### src/rtl/uart_pkg.sv
// Shared definitions for the UART transmitter: Gray-coded FSM states,
// payload width default and a prescale normalisation helper.
package uart_pkg;

  localparam int DATA_WIDTH_DEF = 8;

  localparam logic [2:0] ST_IDLE   = 3'b000;
  localparam logic [2:0] ST_START  = 3'b001;
  localparam logic [2:0] ST_DATA   = 3'b011;
  localparam logic [2:0] ST_PARITY = 3'b010;
  localparam logic [2:0] ST_STOP   = 3'b110;

  typedef enum logic [2:0] {
    IDLE   = ST_IDLE,
    START  = ST_START,
    DATA   = ST_DATA,
    PARITY = ST_PARITY,
    STOP   = ST_STOP
  } state_t;

  // A latched prescale of zero behaves as one clock per bit.
  function automatic logic [5:0] norm_prescale(input logic [5:0] p);
    return (p == 6'd0) ? 6'd1 : p;
  endfunction

endpackage

### src/rtl/uart_tx_serializer.sv
// Payload shift register and bit counter; LSB leaves first, and the
// bit that follows the current one is exposed so the line can be registered.
module uart_tx_serializer
  import uart_pkg::*;
#(
  parameter int DATA_WIDTH = DATA_WIDTH_DEF
) (
  input  logic                  i_clk,
  input  logic                  i_rst,
  input  logic                  i_load,
  input  logic [DATA_WIDTH-1:0] i_data,
  input  logic                  i_shift,
  output logic                  o_bit,
  output logic                  o_next_bit,
  output logic                  o_last
);

  localparam int CW = (DATA_WIDTH > 1) ? $clog2(DATA_WIDTH) : 1;

  logic [DATA_WIDTH-1:0] r_shift;
  logic [CW-1:0]         r_bcnt;
  logic [DATA_WIDTH-1:0] w_shifted;

  assign w_shifted = r_shift >> 1;

  always_ff @(posedge i_clk or posedge i_rst) begin
    if (i_rst) begin
      r_shift <= '0;
      r_bcnt  <= '0;
    end else if (i_load) begin
      r_shift <= i_data;
      r_bcnt  <= '0;
    end else if (i_shift) begin
      r_shift <= w_shifted;
      r_bcnt  <= r_bcnt + CW'(1);
    end
  end

  assign o_bit      = r_shift[0];
  assign o_next_bit = w_shifted[0];
  assign o_last     = (r_bcnt == CW'(DATA_WIDTH - 1));

endmodule

### src/rtl/uart_tx.sv
// UART transmitter: start bit, LSB-first payload, optional parity, one stop
// bit, each held for a latched prescale of clocks. TX_OUT and Busy are flops.
module uart_tx
  import uart_pkg::*;
#(
  parameter int DATA_WIDTH = DATA_WIDTH_DEF
) (
  input  logic                  CLK,
  input  logic                  RST,
  input  logic [DATA_WIDTH-1:0] P_DATA,
  input  logic                  DATA_VALID,
  input  logic                  PAR_EN,
  input  logic                  PAR_TYP,
  input  logic [5:0]            PRESCALE,
  output logic                  TX_OUT,
  output logic                  Busy,
  output logic [2:0]            o_dbg_state
);

  // Request handshake: DATA_VALID is a one-sided request sampled only while
  // IDLE; the edge that sees it there is the acceptance edge. There is no
  // ready signal and no queueing, so requests seen while Busy are dropped.

  state_t     r_state, w_state_nxt;
  logic [5:0] r_cnt, w_cnt_nxt;
  logic [5:0] r_presc;
  logic       r_par_en;
  logic       r_par_bit;
  logic       r_tx, w_tx_nxt;
  logic       r_busy, w_busy_nxt;
  logic       w_load;
  logic       w_shift;
  logic       w_bit_end;
  logic       w_ser_bit;
  logic       w_ser_next;
  logic       w_ser_last;

  uart_tx_serializer #(
    .DATA_WIDTH (DATA_WIDTH)
  ) u_ser (
    .i_clk      (CLK),
    .i_rst      (RST),
    .i_load     (w_load),
    .i_data     (P_DATA),
    .i_shift    (w_shift),
    .o_bit      (w_ser_bit),
    .o_next_bit (w_ser_next),
    .o_last     (w_ser_last)
  );

  assign w_bit_end = (r_cnt == r_presc - 6'd1);

  always_ff @(posedge CLK or posedge RST) begin
    if (RST) begin
      r_state   <= IDLE;
      r_cnt     <= '0;
      r_presc   <= '0;
      r_par_en  <= 1'b0;
      r_par_bit <= 1'b0;
      r_tx      <= 1'b1;
      r_busy    <= 1'b0;
    end else begin
      r_state <= w_state_nxt;
      r_cnt   <= w_cnt_nxt;
      r_tx    <= w_tx_nxt;
      r_busy  <= w_busy_nxt;
      if (w_load) begin
        r_presc   <= norm_prescale(PRESCALE);
        r_par_en  <= PAR_EN;
        r_par_bit <= (^P_DATA) ^ PAR_TYP;
      end
    end
  end

  // Outputs are computed one edge early so the line and Busy come from flops.
  always_comb begin
    w_state_nxt = r_state;
    w_cnt_nxt   = r_cnt;
    w_tx_nxt    = r_tx;
    w_busy_nxt  = r_busy;
    w_load      = 1'b0;
    w_shift     = 1'b0;
    case (r_state)
      IDLE: begin
        w_tx_nxt   = 1'b1;
        w_busy_nxt = 1'b0;
        w_cnt_nxt  = '0;
        if (DATA_VALID) begin
          w_state_nxt = START;
          w_tx_nxt    = 1'b0;
          w_busy_nxt  = 1'b1;
          w_load      = 1'b1;
        end
      end
      START: begin
        if (w_bit_end) begin
          w_cnt_nxt   = '0;
          w_state_nxt = DATA;
          w_tx_nxt    = w_ser_bit;
        end else begin
          w_cnt_nxt = r_cnt + 6'd1;
        end
      end
      DATA: begin
        if (w_bit_end) begin
          w_cnt_nxt = '0;
          if (!w_ser_last) begin
            w_shift  = 1'b1;
            w_tx_nxt = w_ser_next;
          end else if (r_par_en) begin
            w_state_nxt = PARITY;
            w_tx_nxt    = r_par_bit;
          end else begin
            w_state_nxt = STOP;
            w_tx_nxt    = 1'b1;
          end
        end else begin
          w_cnt_nxt = r_cnt + 6'd1;
        end
      end
      PARITY: begin
        if (w_bit_end) begin
          w_cnt_nxt   = '0;
          w_state_nxt = STOP;
          w_tx_nxt    = 1'b1;
        end else begin
          w_cnt_nxt = r_cnt + 6'd1;
        end
      end
      STOP: begin
        if (w_bit_end) begin
          w_cnt_nxt   = '0;
          w_state_nxt = IDLE;
          w_tx_nxt    = 1'b1;
          w_busy_nxt  = 1'b0;
        end else begin
          w_cnt_nxt = r_cnt + 6'd1;
        end
      end
      default: begin
        w_state_nxt = IDLE;
        w_cnt_nxt   = '0;
        w_tx_nxt    = 1'b1;
        w_busy_nxt  = 1'b0;
      end
    endcase
  end

  assign TX_OUT      = r_tx;
  assign Busy        = r_busy;
  assign o_dbg_state = r_state;

endmodule

### config.mk
export PLATFORM = sky130hd
export DESIGN_NAME = uart_tx
export DESIGN_NICKNAME = d
export VERILOG_FILES = /design/src/rtl/uart_pkg.sv /design/src/rtl/uart_tx_serializer.sv /design/src/rtl/uart_tx.sv
export SDC_FILE = /design/constraint.sdc
export NUM_CORES = 1
export LEC_CHECK = 0
export ABC_AREA = 0
export BUFFER_PORTS_ARGS = -buffer_cell sky130_fd_sc_hd__buf_2
export CORE_MARGIN = 5
export CORE_UTILIZATION = 51
export CTS_CLUSTER_SIZE = 28
export DETAILED_ROUTE_END_ITERATION = 10
export PLACE_DENSITY = 0.75
export REMOVE_ABC_BUFFERS = 1
export SLEW_MARGIN = 20
export SYNTH_ARGS = -nofsm -noshare
export SYNTH_HDL_FRONTEND = slang
export SYNTH_SLANG_ARGS = --single-unit
### constraint.sdc
create_clock -name CLK -period 3.45 [get_ports CLK]
set_input_delay 0.5175 -clock CLK [delete_from_list [all_inputs] [get_ports CLK]]
set_output_delay 0.5175 -clock CLK [all_outputs]
set_load 0.005 [all_outputs]
==> impl_metrics.yaml, run 1 <==
clock_tree:
  cts-buffers-inserted: 5
  clkLatencyLatePin_ns: 0.33
  clock_tree.buffer_depth: 2
  cts_tree: "yes"
  post_cts_hold_buffer_count: 0
  path_clk_slew_ns: 0.09
  clockRootBuffer: "sky130_fd_sc_hd__clkbuf_4"
  post_cts_resized: 0
  h-tree-depth: 2
  cts_setup_buffers: 0
  cts.sink_count: 30
finish:
  drive_above_1_share: 0.208
  finalCoreUtilization: 0.607
  multiInputGateArea_sq_um: 857
  final_cell_mix: "sky130_fd_sc_hd__dfrtp_1, sky130_fd_sc_hd__buf_2, sky130_fd_sc_hd__nand2_1, sky130_fd_sc_hd__nor2_1, sky130_fd_sc_hd__xnor2_1"
  seq_area_sq_um: 752
  area.growth.synth_to_final_pct: 13.1
  layout.nets: 219
  antenna_cells_inserted: 0
  mostFrequentLayoutCell: "sky130_fd_sc_hd__dfrtp_1"
  fillCellCount: 283
pwr:
  power.density_cell_area_nw_per_um2: 895
  power.leakage_nw: 0.862
  report.power.total_mw: 1.69
  vdd.ir_drop.worst_mv: 0.395
timing:
  max_clock_freq_mhz: 393
  tightest_slew_ns: 0.982
  min_period_over_period: 0.738
  fin_worst_skew_ns: 0.00344
  setup_violations: 0
  hold_viol_final: 0
  grt_setup_unrepaired: "no"
  timing.slew.headroom: 0.340
  period_needed_ns: 2.54
  tns_ns: 0
  timing_max_transition_violations_final: 0
  holdWs_ns: 0.254
routing:
  vias: 1328
  detail-route-antenna-nets: 0
  initialDrtViolationCount: 116
  routed_wire_length_per_instance_microns: 14.3
  first_pass_iters: 4
  route.detailed.drc: 0
  vias_per_cell: 5.51
  totalWireLength_mm: 3.45
worst_setup_path:
  reg2reg_setup_slack_ns: 0.91
  critPathSlowestCell: "sky130_fd_sc_hd__a32oi_1"
  timing.critical_path.required_ns: 3.67
  critPathArrivalTime_ns: 2.76
  timing.critical_path.to_type: "flip-flop"
  crit_type: "flip-flop to flip-flop"
  crit_path_max_fanout: 10
  cells_along_the_critical_path: "inv_1 -> ha_1 -> and2_1 -> a211o_1 -> a32oi_1 -> nor3_4 -> a221o_1"
  crit_path_max_incr_delay_ns: 0.61
  worst_setup_sp_type: "flip-flop"
logic_synthesis:
  unique_masters_post_synth: 43
  synth.yosys.seq_area_share: 0.452
  async_reset_ff_frac: 1.00
  post_synth_inst_count: 170
  portion_of_netlist_area_occupied_by_mux_cells: 0.0128
  syn_avg_cell_area_sq_um: 9.80
  synth-edff-count: 0
  flip_flop_and_latch_count_after_synthesis: 30
  synthFlopType: "sky130_fd_sc_hd__dfrtp_1"
  largest_family_of_logic_cells_by_synthesized_area: "simple AND/OR/NAND/NOR gates"
  mappedNetlistArea_sq_um: 1670
  post_synth_xor_area_fraction: 0.0999
  synth_fa_ha_area_frac: 0.0301
  yosys_warnings: 0
  post_synthesis_share_of_cell_area_spent_on_and_or_nand_and_nor_gates: 0.199
  synth_compound_area_frac: 0.173
min_path:
  min_path_type: "input port to asynchronous set/reset pin"
global_routing:
  antenna_violations_before_repair: 0
  overflow: 0
  global_route_wire_length_before_repair_mm: 5.86
  grtUsageTotal: 0.175
  grt_pass1_vias: 1327
  grt_start_max_net_pins: 31
die:
  rows: 20
  die_y_microns: 67.1
  placeableCoreArea_sq_um: 3100
  die_width_microns: 67.1
  initial_core_utilization: 0.537
  die_area_sq_um: 4510
  pin_count: 24
flow_run:
  maxCapViolCount: 0
placement:
  place.port_buffers: 23
  hpwl_mm: 2.58
  gp_routability_congestion: 0.832
status:
  outcome: "finished, final reports clean"
registers in the layout, indices dropped and copies added (netlist names):
| register | count |
|---|---|
| o_dbg_state | 3 |
| r_presc | 6 |
| r_par_en | 1 |
| r_cnt | 6 |
| TX_OUT | 1 |
| u_ser.r_bcnt | 3 |
| u_ser.r_shift | 8 |
| Busy | 1 |
| r_par_bit | 1 |
report_power, final:
| group | switching [mW] | internal, mW | leakage [nW] |
|---|---|---|---|
| clock | 0.121 | 0.0986 | 0.0353 |
| sequential | 0.149 | 0.513 | 0.359 |
| combinational | 0.462 | 0.344 | 0.467 |
final timing paths:
kind                            start                to  cells after the start
max                        r_presc[0]  u_ser.r_shift[4]                      7
min                               RST  u_ser.r_shift[7]                      2
max reg2reg                r_presc[0]  u_ser.r_shift[4]                      7
min reg2reg                    TX_OUT            TX_OUT                      2
max in group asynchronous         RST   u_ser.r_bcnt[2]                      2
min in group CLK               PAR_EN          r_par_en                      3
per-stage QoR:
stage	worst slack (ns)	cell area [sq um]	std cells
final	0.905	1880	241
after global routing	0.739	1880	241
after CTS	0.910	1880	241
after detailed placement	0.932	1820	233
after global placement	1.07	1820	233
after floorplan	1.13	1650	165
Yosys cell counts, drive strengths merged (3+ instances only):
master	n	area, sq um
and2	5	31.3
clkbuf	5	18.8
nand2	22	82.6
nor2	16	60.1
xnor2	13	114
nand2b	4	32.5
nand3	5	25.0
dfrtp	29	726
nor3	3	26.3
a21oi	4	23.8
a221o	4	40.0
o21ai	10	50.1
inv	10	37.5
ha	4	50.1
xor2	6	52.6
kinds of logic after synthesis:
family | after synthesis
mux | 2
buf+inv | 15
fa+ha+maj | 4
xor+xnor | 19
compound gates | 35
simple gates | 65
flops | 30
critical path, delay by kind of cell (launching register included):
kind                       cells  cell delay, ns
and+or+nand+nor                2            0.37
buffers and inverters          1            0.09
AOI/OAI and AO/OA              3            1.32
DFF                            1            0.41
adders and majority gates      1            0.25
metal layers:
layer / routed length, microns / global-route usage / share of wire
met4: 81 / 0.0709 / 0.023
met2: 1610 / 0.285 / 0.47
met5: 0 / 0 / 0
met1: 1550 / 0.211 / 0.45
met3: 213 / 0.0599 / 0.062
final cells by class:
cell class | count | area share
Inverter | 10 | 0.0199
Multi-Input combinational cell | 125 | 0.455
Sequential cell | 30 | 0.399
Clock buffer | 7 | 0.0292
Clock inverter | 1 | 0.00266
Timing Repair Buffer | 24 | 0.0651
Tap cell | 44 | 0.0292
Note: power is estimated with default switching activity, not from simulation.
==> run 2: changes to the inputs <==
==> constraint.sdc (replaced) <==
create_clock -name CLK -period 2.6 [get_ports CLK]
set_input_delay 0.39 -clock CLK [delete_from_list [all_inputs] [get_ports CLK]]
set_output_delay 0.39 -clock CLK [all_outputs]
set_load 0.005 [all_outputs]
==> run 2 against run 1 <==
Worst setup slack worse by 0.68 ns. Worst hold slack lost 0.15 ns. Design area rose by 1.2%. Sequential cell count did not move. Combinational power increased by 35%. First-iteration DRC count is 25% lower. Sequential power is 32% higher. Maximum frequency up 7.0%. Non-clock buffer count rose by 3. Die area did not move. Highest routed layer unchanged.
==> impl_metrics.yaml, run 2 (synthesized netlist as in run 1, its figures left out) <==
routing:
  first_pass_iters: 4
  route.detailed.drc: 0
  totalWireLength_mm: 3.26
  routed_wire_length_per_instance_microns: 13.3
  vias: 1327
  vias_per_cell: 5.44
  detail-route-antenna-nets: 0
  initialDrtViolationCount: 87
timing:
  timing.slew.headroom: 0.697
  max_clock_freq_mhz: 420
  period_needed_ns: 2.38
  tightest_slew_ns: 0.455
  fin_worst_skew_ns: 0.00974
  tns_ns: 0
  setup_violations: 0
  final_critical_path_setup_slack_ns: 0.221
  min_period_over_period: 0.915
  grt_setup_unrepaired: "no"
  hold_viol_final: 0
  timing_max_transition_violations_final: 0
clock_tree:
  post_cts_resized: 0
  path_clk_slew_ns: 0.09
  cts-buffers-inserted: 5
  clock_tree.buffer_depth: 2
  cts_tree: "yes"
  clkLatencyLatePin_ns: 0.33
  cts.sink_count: 30
  cts_setup_buffers: 0
  h-tree-depth: 2
  post_cts_hold_buffer_count: 0
  clockRootBuffer: "sky130_fd_sc_hd__clkbuf_4"
pwr:
  report.power.total_mw: 2.25
  vdd.ir_drop.worst_mv: 0.594
  power.leakage_nw: 0.877
  power.density_cell_area_nw_per_um2: 1180
worst_setup_path:
  timing.critical_path.required_ns: 2.80
  worst_setup_sp_type: "flip-flop"
  crit_type: "flip-flop to flip-flop"
  startpoint: "r_presc[0]"
  worstReg2RegStart: "r_presc[0]"
  critPathArrivalTime_ns: 2.58
  crit_path_max_fanout: 10
  timing.critical_path.to_type: "flip-flop"
die:
  placeableCoreArea_sq_um: 3100
  rows: 20
  die_area_sq_um: 4510
  die_width_microns: 67.1
  die_y_microns: 67.1
  pin_count: 24
  initial_core_utilization: 0.537
finish:
  multiInputGateArea_sq_um: 857
  fillCellCount: 275
  top_register: "u_ser.r_shift"
  biggestRegsByFlops: "u_ser.r_shift: 8 flops, r_cnt: 6 flops, r_presc: 6 flops"
  area.growth.synth_to_final_pct: 14.5
  final_cell_mix: "sky130_fd_sc_hd__dfrtp_1, sky130_fd_sc_hd__buf_2, sky130_fd_sc_hd__nand2_1, sky130_fd_sc_hd__nor2_1, sky130_fd_sc_hd__xnor2_1"
  antenna_cells_inserted: 0
  mostFrequentLayoutCell: "sky130_fd_sc_hd__dfrtp_1"
  largest_register_ffs: 8
  drive_above_1_share: 0.215
  layout.nets: 222
  seq_area_sq_um: 752
placement:
  post-place-ws_ns: 0.247
  gp_routability_congestion: 0.856
  hpwl_mm: 2.42
  place.port_buffers: 23
global_routing:
  grtUsageTotal: 0.166
  overflow: 0
  grt_pass1_vias: 1292
  antenna_violations_before_repair: 0
  global_route_wire_length_before_repair_mm: 5.58
  grt_start_max_net_pins: 31
min_path:
  min_path_type: "input port to asynchronous set/reset pin"
flow_run:
  maxCapViolCount: 0
status:
  outcome: "finished, final reports clean"
==> run 2: worst paths after layout <==
path / end / slack, ns / cells past startpoint
worst max register to register: u_ser.r_shift[0] / 0.22 / 5
worst max-delay path: u_ser.r_shift[0] / 0.22 / 5
max in group asynchronous: TX_OUT / 2.18 / 3
worst min register to register: TX_OUT / 0.47 / 2
min in group CLK: r_presc[3] / 0.26 / 3
worst min-delay path: r_presc[4] / 0.11 / 3
==> run 2: report_power, final <==
group          total (mW)  leakage, nW  internal, mW  switching [mW]
Sequential          0.873        0.359         0.681           0.192
Clock               0.285       0.0353         0.131           0.154
Combinational        1.09        0.483         0.487           0.603
==> run 2: layer usage <==
| layer | vias up | track usage | part of all wire | wire length (microns) |
|---|---|---|---|---|
| li1 | 653 | - | - | - |
| met1 | 634 | 0.212 | 0.46 | 1510 |
| met2 | 36 | 0.259 | 0.46 | 1500 |
| met3 | 4 | 0.0566 | 0.063 | 205 |
| met4 | 0 | 0.0658 | 0.012 | 38 |
| met5 | - | 0 | 0 | 0 |
==> run 2: layout make-up <==
type | instances | area share
clock buffer | 7 | 0.0289
clock inverter | 1 | 0.00262
inverter | 10 | 0.0197
multi-input combinational | 125 | 0.449
sequential | 30 | 0.394
tap | 44 | 0.0289
timing repair buffer | 27 | 0.0761
==> run 2: worst max-delay path, cell delays in order, from the launching register on <==
cell and delay [ns]:
sky130_fd_sc_hd__dfrtp_1 0.42, sky130_fd_sc_hd__or4_1 0.54, sky130_fd_sc_hd__or3_4 0.36, sky130_fd_sc_hd__a211o_2 0.43, sky130_fd_sc_hd__nor3_4 0.33, sky130_fd_sc_hd__a221oi_1 0.16
==> run 2: per-stage QoR <==
step	cells	hold slack (ns)	cell area (sq um)	util
finish	244	0.109	1910	0.615
global route	244	0.136	1910	0.615
CTS	244	0.114	1910	0.615
detailed placement	236	0.466	1850	0.595
global placement	236	0.456	1850	0.595
floorplan	165	0.441	1650	-
